[src/rtl/gt_reset_seq.sv]
// gt_reset_seq: PLL -> GT -> PCS reset sequencer for the 10G GTX PHY.
// Lock and reset-done status are re-timed through sync_block before use.

module sync_block #(
   parameter int STAGES = 6
) (
   input  logic clk,
   input  logic i_d,
   output logic o_q
);
   // Power-up value matches INITIALISE of the vendor primitive; no reset.
   logic [STAGES-1:0] r_sync = '0;

   always_ff @(posedge clk) begin
      r_sync <= {r_sync[STAGES-2:0], i_d};
   end

   assign o_q = r_sync[STAGES-1];
endmodule

module gt_reset_seq #(
   parameter int RST_HOLD     = 16,
   parameter int PLL_TIMEOUT  = 50000,
   parameter int DONE_TIMEOUT = 50000,
   parameter int CNT_W        = 16
) (
   input  logic       clk,
   input  logic       rst,
   input  logic       pll_lock_async,
   input  logic       gt_resetdone_async,
   output logic       pll_reset,
   output logic       gt_reset,
   output logic       pcs_reset,
   output logic       phy_ready,
   output logic [3:0] retry_cnt,
   output logic [2:0] state
);
   typedef enum logic [2:0] {
      S_RESET     = 3'd0,
      S_PLL_WAIT  = 3'd1,
      S_GT_RST    = 3'd2,
      S_DONE_WAIT = 3'd3,
      S_PCS_RST   = 3'd4,
      S_READY     = 3'd5
   } state_t;

   localparam logic [CNT_W-1:0] HOLD_LAST = CNT_W'(RST_HOLD - 1);
   localparam logic [CNT_W-1:0] PLL_LAST  = CNT_W'(PLL_TIMEOUT - 1);
   localparam logic [CNT_W-1:0] DONE_LAST = CNT_W'(DONE_TIMEOUT - 1);

   state_t           r_state;
   state_t           w_next;
   logic [CNT_W-1:0] r_cnt;
   logic [3:0]       r_retry;
   logic             r_pll_reset;
   logic             r_gt_reset;
   logic             r_pcs_reset;
   logic             r_phy_ready;

   logic w_lock_s;
   logic w_done_s;
   logic w_retry;
   logic w_hold_end;
   logic w_pll_to;
   logic w_done_to;
   logic w_pll_rst;
   logic w_gt_rst;
   logic w_pcs_rst;
   logic w_rdy;

   sync_block #(.STAGES(6)) u_sync_lock (
      .clk (clk),
      .i_d (pll_lock_async),
      .o_q (w_lock_s)
   );

   sync_block #(.STAGES(6)) u_sync_done (
      .clk (clk),
      .i_d (gt_resetdone_async),
      .o_q (w_done_s)
   );

   assign w_hold_end = (r_cnt == HOLD_LAST);
   assign w_pll_to   = (r_cnt == PLL_LAST);
   assign w_done_to  = (r_cnt == DONE_LAST);

   always_comb begin
      w_next  = r_state;
      w_retry = 1'b0;
      unique case (r_state)
         S_RESET: begin
            if (w_hold_end) w_next = S_PLL_WAIT;
         end
         S_PLL_WAIT: begin
            if (w_lock_s) begin
               w_next = S_GT_RST;
            end else if (w_pll_to) begin
               w_next  = S_RESET;
               w_retry = 1'b1;
            end
         end
         S_GT_RST: begin
            if (!w_lock_s)       w_next = S_RESET;
            else if (w_hold_end) w_next = S_DONE_WAIT;
         end
         S_DONE_WAIT: begin
            if (!w_lock_s) begin
               w_next = S_RESET;
            end else if (w_done_s) begin
               w_next = S_PCS_RST;
            end else if (w_done_to) begin
               w_next  = S_GT_RST;
               w_retry = 1'b1;
            end
         end
         S_PCS_RST: begin
            if (!w_lock_s)       w_next = S_RESET;
            else if (!w_done_s)  w_next = S_GT_RST;
            else if (w_hold_end) w_next = S_READY;
         end
         S_READY: begin
            if (!w_lock_s)      w_next = S_RESET;
            else if (!w_done_s) w_next = S_GT_RST;
         end
         default: w_next = S_RESET;
      endcase
      if (rst) begin
         w_next  = S_RESET;
         w_retry = 1'b0;
      end
      // Outputs decode the next state so they register alongside it.
      w_pll_rst = (w_next == S_RESET);
      w_gt_rst  = (w_next == S_RESET) || (w_next == S_PLL_WAIT) ||
                  (w_next == S_GT_RST);
      w_pcs_rst = (w_next != S_READY);
      w_rdy     = (w_next == S_READY);
   end

   always_ff @(posedge clk) begin
      if (rst) begin
         r_state <= S_RESET;
         r_cnt   <= '0;
         r_retry <= '0;
      end else begin
         r_state <= w_next;
         r_cnt   <= (w_next != r_state) ? '0 : r_cnt + 1'b1;
         if (w_retry && (r_retry != 4'hF)) r_retry <= r_retry + 1'b1;
      end
      r_pll_reset <= w_pll_rst;
      r_gt_reset  <= w_gt_rst;
      r_pcs_reset <= w_pcs_rst;
      r_phy_ready <= w_rdy;
   end

   assign pll_reset = r_pll_reset;
   assign gt_reset  = r_gt_reset;
   assign pcs_reset = r_pcs_reset;
   assign phy_ready = r_phy_ready;
   assign retry_cnt = r_retry;
   assign state     = r_state;
endmodule

[config.mk]
export PLATFORM = sky130hd
export DESIGN_NAME = gt_reset_seq
export DESIGN_NICKNAME = d
export VERILOG_FILES = /design/src/rtl/gt_reset_seq.sv
export SDC_FILE = /design/constraint.sdc
export NUM_CORES = 1
export LEC_CHECK = 0
export CAP_MARGIN = 15
export CORE_UTILIZATION = 45
export DETAILED_ROUTE_END_ITERATION = 8
export MAX_ROUTING_LAYER = met4
export SYNTH_ARGS = -nofsm -noshare
export SYNTH_HDL_FRONTEND = slang
export SYNTH_HIERARCHICAL = 1
export SYNTH_SLANG_ARGS = --single-unit
[constraint.sdc]
create_clock -name clk -period 2.2 [get_ports clk]
set_clock_uncertainty 0.05 [all_clocks]
set_input_delay 0.22 -clock clk [delete_from_list [all_inputs] [get_ports clk]]
set_output_delay 0.22 -clock clk [all_outputs]
set_load 0.02 [all_outputs]
======== Yosys cells after proc, flatten, opt, wreduce, memory -nomap -nowiden ========
Index checks and enable logic that the tools add are counted.
cells by class
  add/subtract/negate cells ............... 2
  eq/ne operators ......................... 13
  mux-type cells .......................... 21
  reduce and logical (&&, ||, !) cells .... 6
operator list
  cell                     number
  $mux W3                  14
  $pmux W3 S6              1
  $add A16 B1 Y16 const B  1
  $eq A16 B16 Y1 const B   1
  $eq A16 B4 Y1 const B    1
  $eq A3 B2 Y1 const B     3
  $eq A3 B3 Y1 const B     3
  $eq A3 B1 Y1 const B     2
  $logic_not A3 Y1         2
  $mux W1                  5
  $add A4 B1 Y4 const B    1
  $ne A4 B4 Y1 const B     1
  $ne A3 B3 Y1             1
  $ne A3 B3 Y1 const B     1
  $logic_or A1 B1 Y1       2
  $pmux W1 S2              1
  $reduce_or A2 Y1         1
  $logic_and A1 B1 Y1      1
word-level totals
  register bits ........................... 39
  bits of input ports ..................... 4
  output and inout port bits .............. 11
  logic and storage cells ................. 51

======== Logic depth before layout (Yosys ltp) ========
Gate-level depths: netlist (run 1).
  depth in word-level cells ............... 9
  mapped depth ............................ 7
  gate-level depth less buffers ........... 5

======== Cells and area by module ========
Netlist (run 1), hierarchy kept.
by module, submodules not included
  module        instances  cells an instance  area each (µm²)  seq. area each (µm²)
  gt_reset_seq  1          153                1412.6           540.5
  sync_block    2          6                  120.1            120.1

======== Worst setup path before layout (run 1) ========
Ideal clock, no wire load.
  path kind ............................... register to register
  start point ............................. register r_cnt[0]
  end point ............................... register r_retry[3], in the netlist retry_cnt[3]
  library setup time ...................... 0.123 ns
  data arrival time ....................... 1.571 ns
  data required time ...................... 2.027 ns
  path slack .............................. 0.455 ns
  stages on the path, launching flop included .. 6
  path buffers ............................ 0
  clock period less this slack ............ 1.745 ns
  path through ............................ dfxtp_1 > ha_1 > and4_1 > nand4_4 > nor4_1 > mux2_1
between the ends
  longest elaborated chain between the ends .. 7
  elaborated cells between the ends (all ways) .. 8
  those cells by class .................... eq/ne: 1; mux: 6; reduce/logical: 1
RTL lines
  what                      line     RTL
  start: declaration        53       logic [CNT_W-1:0] r_cnt;
  start signal: assignment  146      r_cnt <= (w_next != r_state) ? '0 : r_cnt + 1'b1;
  $eq A16 B16 Y1 (*)        84, 85
  $mux W1 (*)               97, 111
  $mux W1                   109      end else if (w_done_s) begin
  $mux W1                   107      if (!w_lock_s) begin
  $pmux W1 S2 (*)           90       unique case (r_state)
  $mux W1 (*)               127      if (rst) begin
  $logic_and A1 B1 Y1 (*)   147      if (w_retry && (r_retry != 4'hF)) r_retry <= r_retry + 1'b1;
  end signal: assignment    147
  end: declaration          54       logic [3:0] r_retry;
Mark *: on every way between the ends. The rest lies on a longest branch, timed or not.
A chain may end at the register's enable or synchronous reset.

======== Worst setup path after layout (run 1) ========
  start point ............................. register r_cnt[0]
  end point ............................... register r_retry[2], in the netlist retry_cnt[2]
Same word-level chain as after synthesis.

==> results.cfg, run 1 <==
[critical_path]
path_max_fanout = 8
cp_data_arrival_time_ns = 2.11
startpoint_type = flop
slowest_delay_ns = 0.39
crit_slowest_cell = dfxtp_1
reg2reg_from = r_cnt[0]
ff2ff_setup_slack_ns = 0.29
path_cells = ha_1 -> and4_1 -> nand4_4 -> nor4_1 -> mux2_1
reg2reg_to = retry_cnt[2]
crit_path_end_kind = flop
cp-startpoint = r_cnt[0]
crit_end = retry_cnt[2]
ff2ff_path_depth = 5
critPathKind = reg -> reg
cp.required_ns = 2.40

[clock_tree]
clk_latency_ns = 0.35
root_buffer = clkbuf_4
clockBufferDepth = 2
numCtsBuffers = 5
cts_resized = 0
hold_buffers = 0
cts_tree = built
cts.sinks = 39
cts_max_level = 2
postCtsSetupBuffers = 0
clk_pin_slew_ns = 0.12

[yosys]
seq_area_frac_synth_pct = 47.2
synth-edff-count = 0
async_flop_share_pct = 0
ys_seq_elements = 39
yosysWarnings = 6
synth.distinct_cells = 44
avgSynthCellArea_sq_um = 10.0
ys.flop_type = dfxtp_1
synth_area_sq_um = 1650
syn-num-nets = 171
synth_cells = 165

[routing]
vias_per_cell = 5.67
drt_iter0_markers = 126
wl_mm = 3.09
drc = 0
drt.antenna.violating_nets = 0
wl_per_cell_um = 13.6
vias = 1287
firstDrtPassIters = 4

[die]
initial_utilization_pct = 48.4
dieWidth_um = 62.6
rows = 21
boundaryPins = 15
die_y_um = 62.6
dieArea_sq_um = 3920
core_area_sq_um = 3420

[final_layout]
final_cells = 227
finish.instance_area_sq_um = 1900
nFillCells = 322
n_antenna_cell = 0
seq_area_sq_um = 781
area_delta_synth_final_pct = 14.8
multi_input_area_sq_um = 812
finish.utilization_pct = 55.6
final_nets = 187
drive_above_1_share_pct = 12.2

[worst_hold_path]
hp-class = in -> reg

[grt]
top_usage_layer = met2
gr-usage-met3_pct = 5.11
grt_max_degree = 17
use_met2_pct = 29.5
grt_pass1_wl_mm = 5.40
grtUsageMet1_pct = 20.7
grt-ovfl-total = 0
antenna_found_initial = 0
grt_util_all_layers_pct = 17.9
grt_pass1_vias = 1203

[placed_design]
post_dp_cell_area_sq_um = 1850
dp_slack_ns = 0.276
port_buffers = 14
hpwl_mm = 2.09
gp_congestion = 0.806
placed_cells = 220

[sta]
hold_ws_ns = 0.259
rsz0062_at_grt = false
hold_violations = 0
maxSlewViolCount = 0
setup_slack_ns = 0.288
max_freq_mhz = 523
period_needed_ns = 1.91
worstMarginPinSlew_ns = 0.397
finalSetupTns_ns = 0
slew_headroom_pct = 73.4
finalCritPeriodShare_pct = 86.9
setup_viol = 0

[pwr]
swShare_pct = 23.0
p_clk_share_pct = 31.5
power_frac_seq_pct = 65.7
vdd_drop_max_v = 0.000376
p_int_mw = 0.854
comb_power_share_pct = 2.8
p_leak_nw = 0.661
total_power_mw = 1.11
switchingPower_mw = 0.256
p_per_area_nw_per_um2 = 585

[status]
status = complete, no violations

[job]
drv_cap = 0
==> layer usage <==
layer / vias up / share of wire [%]
met5: - / 0
met4: 0 / 1.5
met3: 7 / 2.9
met2: 16 / 47
met1: 613 / 48
li1: 651 / -
==> critical path: cells and delay by family (launching register included) <==
family	cells	cell delay, ns
muxes	1	0.35
adders and majority gates	1	0.24
and+or+nand+nor	3	0.78
DFF	1	0.39
==> power by group through the flow <==
stage / Combinational (mW) / Clock [mW] / Sequential (mW)
after floorplan: 0.0205 / 0 / 0.743
after global placement: 0.0299 / 0 / 0.745
after detailed placement: 0.0316 / 0 / 0.746
after CTS: 0.0317 / 0.369 / 0.730
after global routing: 0.0347 / 0.396 / 0.732
final: 0.0315 / 0.349 / 0.730
==> worst min-delay path by stage <==
| stage | start | endpoint | slack, ns | depth (start not counted) |
|---|---|---|---|---|
| global placement | u_sync_lock/r_sync[1] | u_sync_lock/r_sync[2] | 0.26 | 0 |
| detailed placement | u_sync_lock/r_sync[1] | u_sync_lock/r_sync[2] | 0.26 | 0 |
| finish | gt_resetdone_async | u_sync_done/r_sync[0] | 0.26 | 1 |
| global route | pll_lock_async | u_sync_lock/r_sync[0] | 0.23 | 1 |
| floorplan | gt_resetdone_async | u_sync_done/r_sync[0] | 0.20 | 0 |
| CTS | gt_resetdone_async | u_sync_done/r_sync[0] | 0.24 | 1 |
==> logic make-up (layout without fill, tap and decap cells) <==
logic type	after synthesis	in the layout	synth area share, %
AO/OA/AOI/OAI	24	24	10.9
XOR/XNOR	13	13	6.89
adder cells (fa/ha/maj)	2	2	1.51
buffers and inverters	15	31	3.94
flip-flops	39	39	47.2
multiplexers	2	2	1.36
AND/OR/NAND/NOR	70	70	28.2
==> state kept, by name, summed over array words and instances, names as in the netlist <==
signal / flops
gt_reset: 1
pcs_reset: 1
state: 3
pll_reset: 1
r_cnt: 16
retry_cnt: 4
phy_ready: 1
u_sync_lock/r_sync: 6
u_sync_done/r_sync: 6
==> layout by cell type, fill, tap and decap left out, types with 2 or more instances in the layout <==
cell type and count:
a21oi_1 2, a31o_2 2, and4_1 4, buf_4 5
clkbuf_4 5, clkdlybuf4s50_1 14, dfxtp_1 39, ha_1 2
inv_1 5, mux2_1 2, nand2_1 5, nand3_1 7
nand3b_1 2, nand4_1 6, nor2_1 6, nor2b_1 5
nor3_2 2, nor4_1 18, nor4b_1 2, o21a_1 3
o21ai_0 2, o21ai_1 3, o31ai_1 4, or3_1 2
xnor2_1 5, xor2_1 8
==> cell usage after synthesis, types with 2 or more instances <==
cell type | n | area, sq um
dfxtp_1 | 39 | 781
nor4_1 | 18 | 113
xor2_1 | 8 | 70.1
buf_2 | 7 | 35.0
nand3_1 | 7 | 35.0
nand4_1 | 6 | 37.5
nor2_1 | 6 | 22.5
inv_1 | 5 | 18.8
nand2_1 | 5 | 18.8
nor2b_1 | 5 | 31.3
xnor2_1 | 5 | 43.8
and4_1 | 4 | 35.0
o31ai_1 | 4 | 30.0
clkbuf_1 | 3 | 11.3
o21a_1 | 3 | 22.5
o21ai_1 | 3 | 15.0
a21oi_1 | 2 | 10.0
a31o_2 | 2 | 17.5
ha_1 | 2 | 25.0
mux2_1 | 2 | 22.5
nand3b_1 | 2 | 15.0
nor3_1 | 2 | 10.0
nor4b_1 | 2 | 17.5
o21ai_0 | 2 | 10.0
or3_1 | 2 | 12.5
==> final cells by class <==
| class | instances | area share [%] |
|---|---|---|
| Clock inverter | 2 | 0.725 |
| Timing Repair Buffer | 19 | 9.36 |
| Tap cell | 46 | 3.03 |
| Clock buffer | 5 | 1.98 |
| Sequential cell | 39 | 41.1 |
| Multi-Input combinational cell | 111 | 42.8 |
| Inverter | 5 | 0.989 |
Note: power is estimated with default switching activity, not from simulation.
==> run 2, diff against run 1 <==
SKIP_LAST_GASP = 1   (was not set)
==> results of run 2 <==
Same layout as run 1: the final DEF is identical, and so are final timing and power.
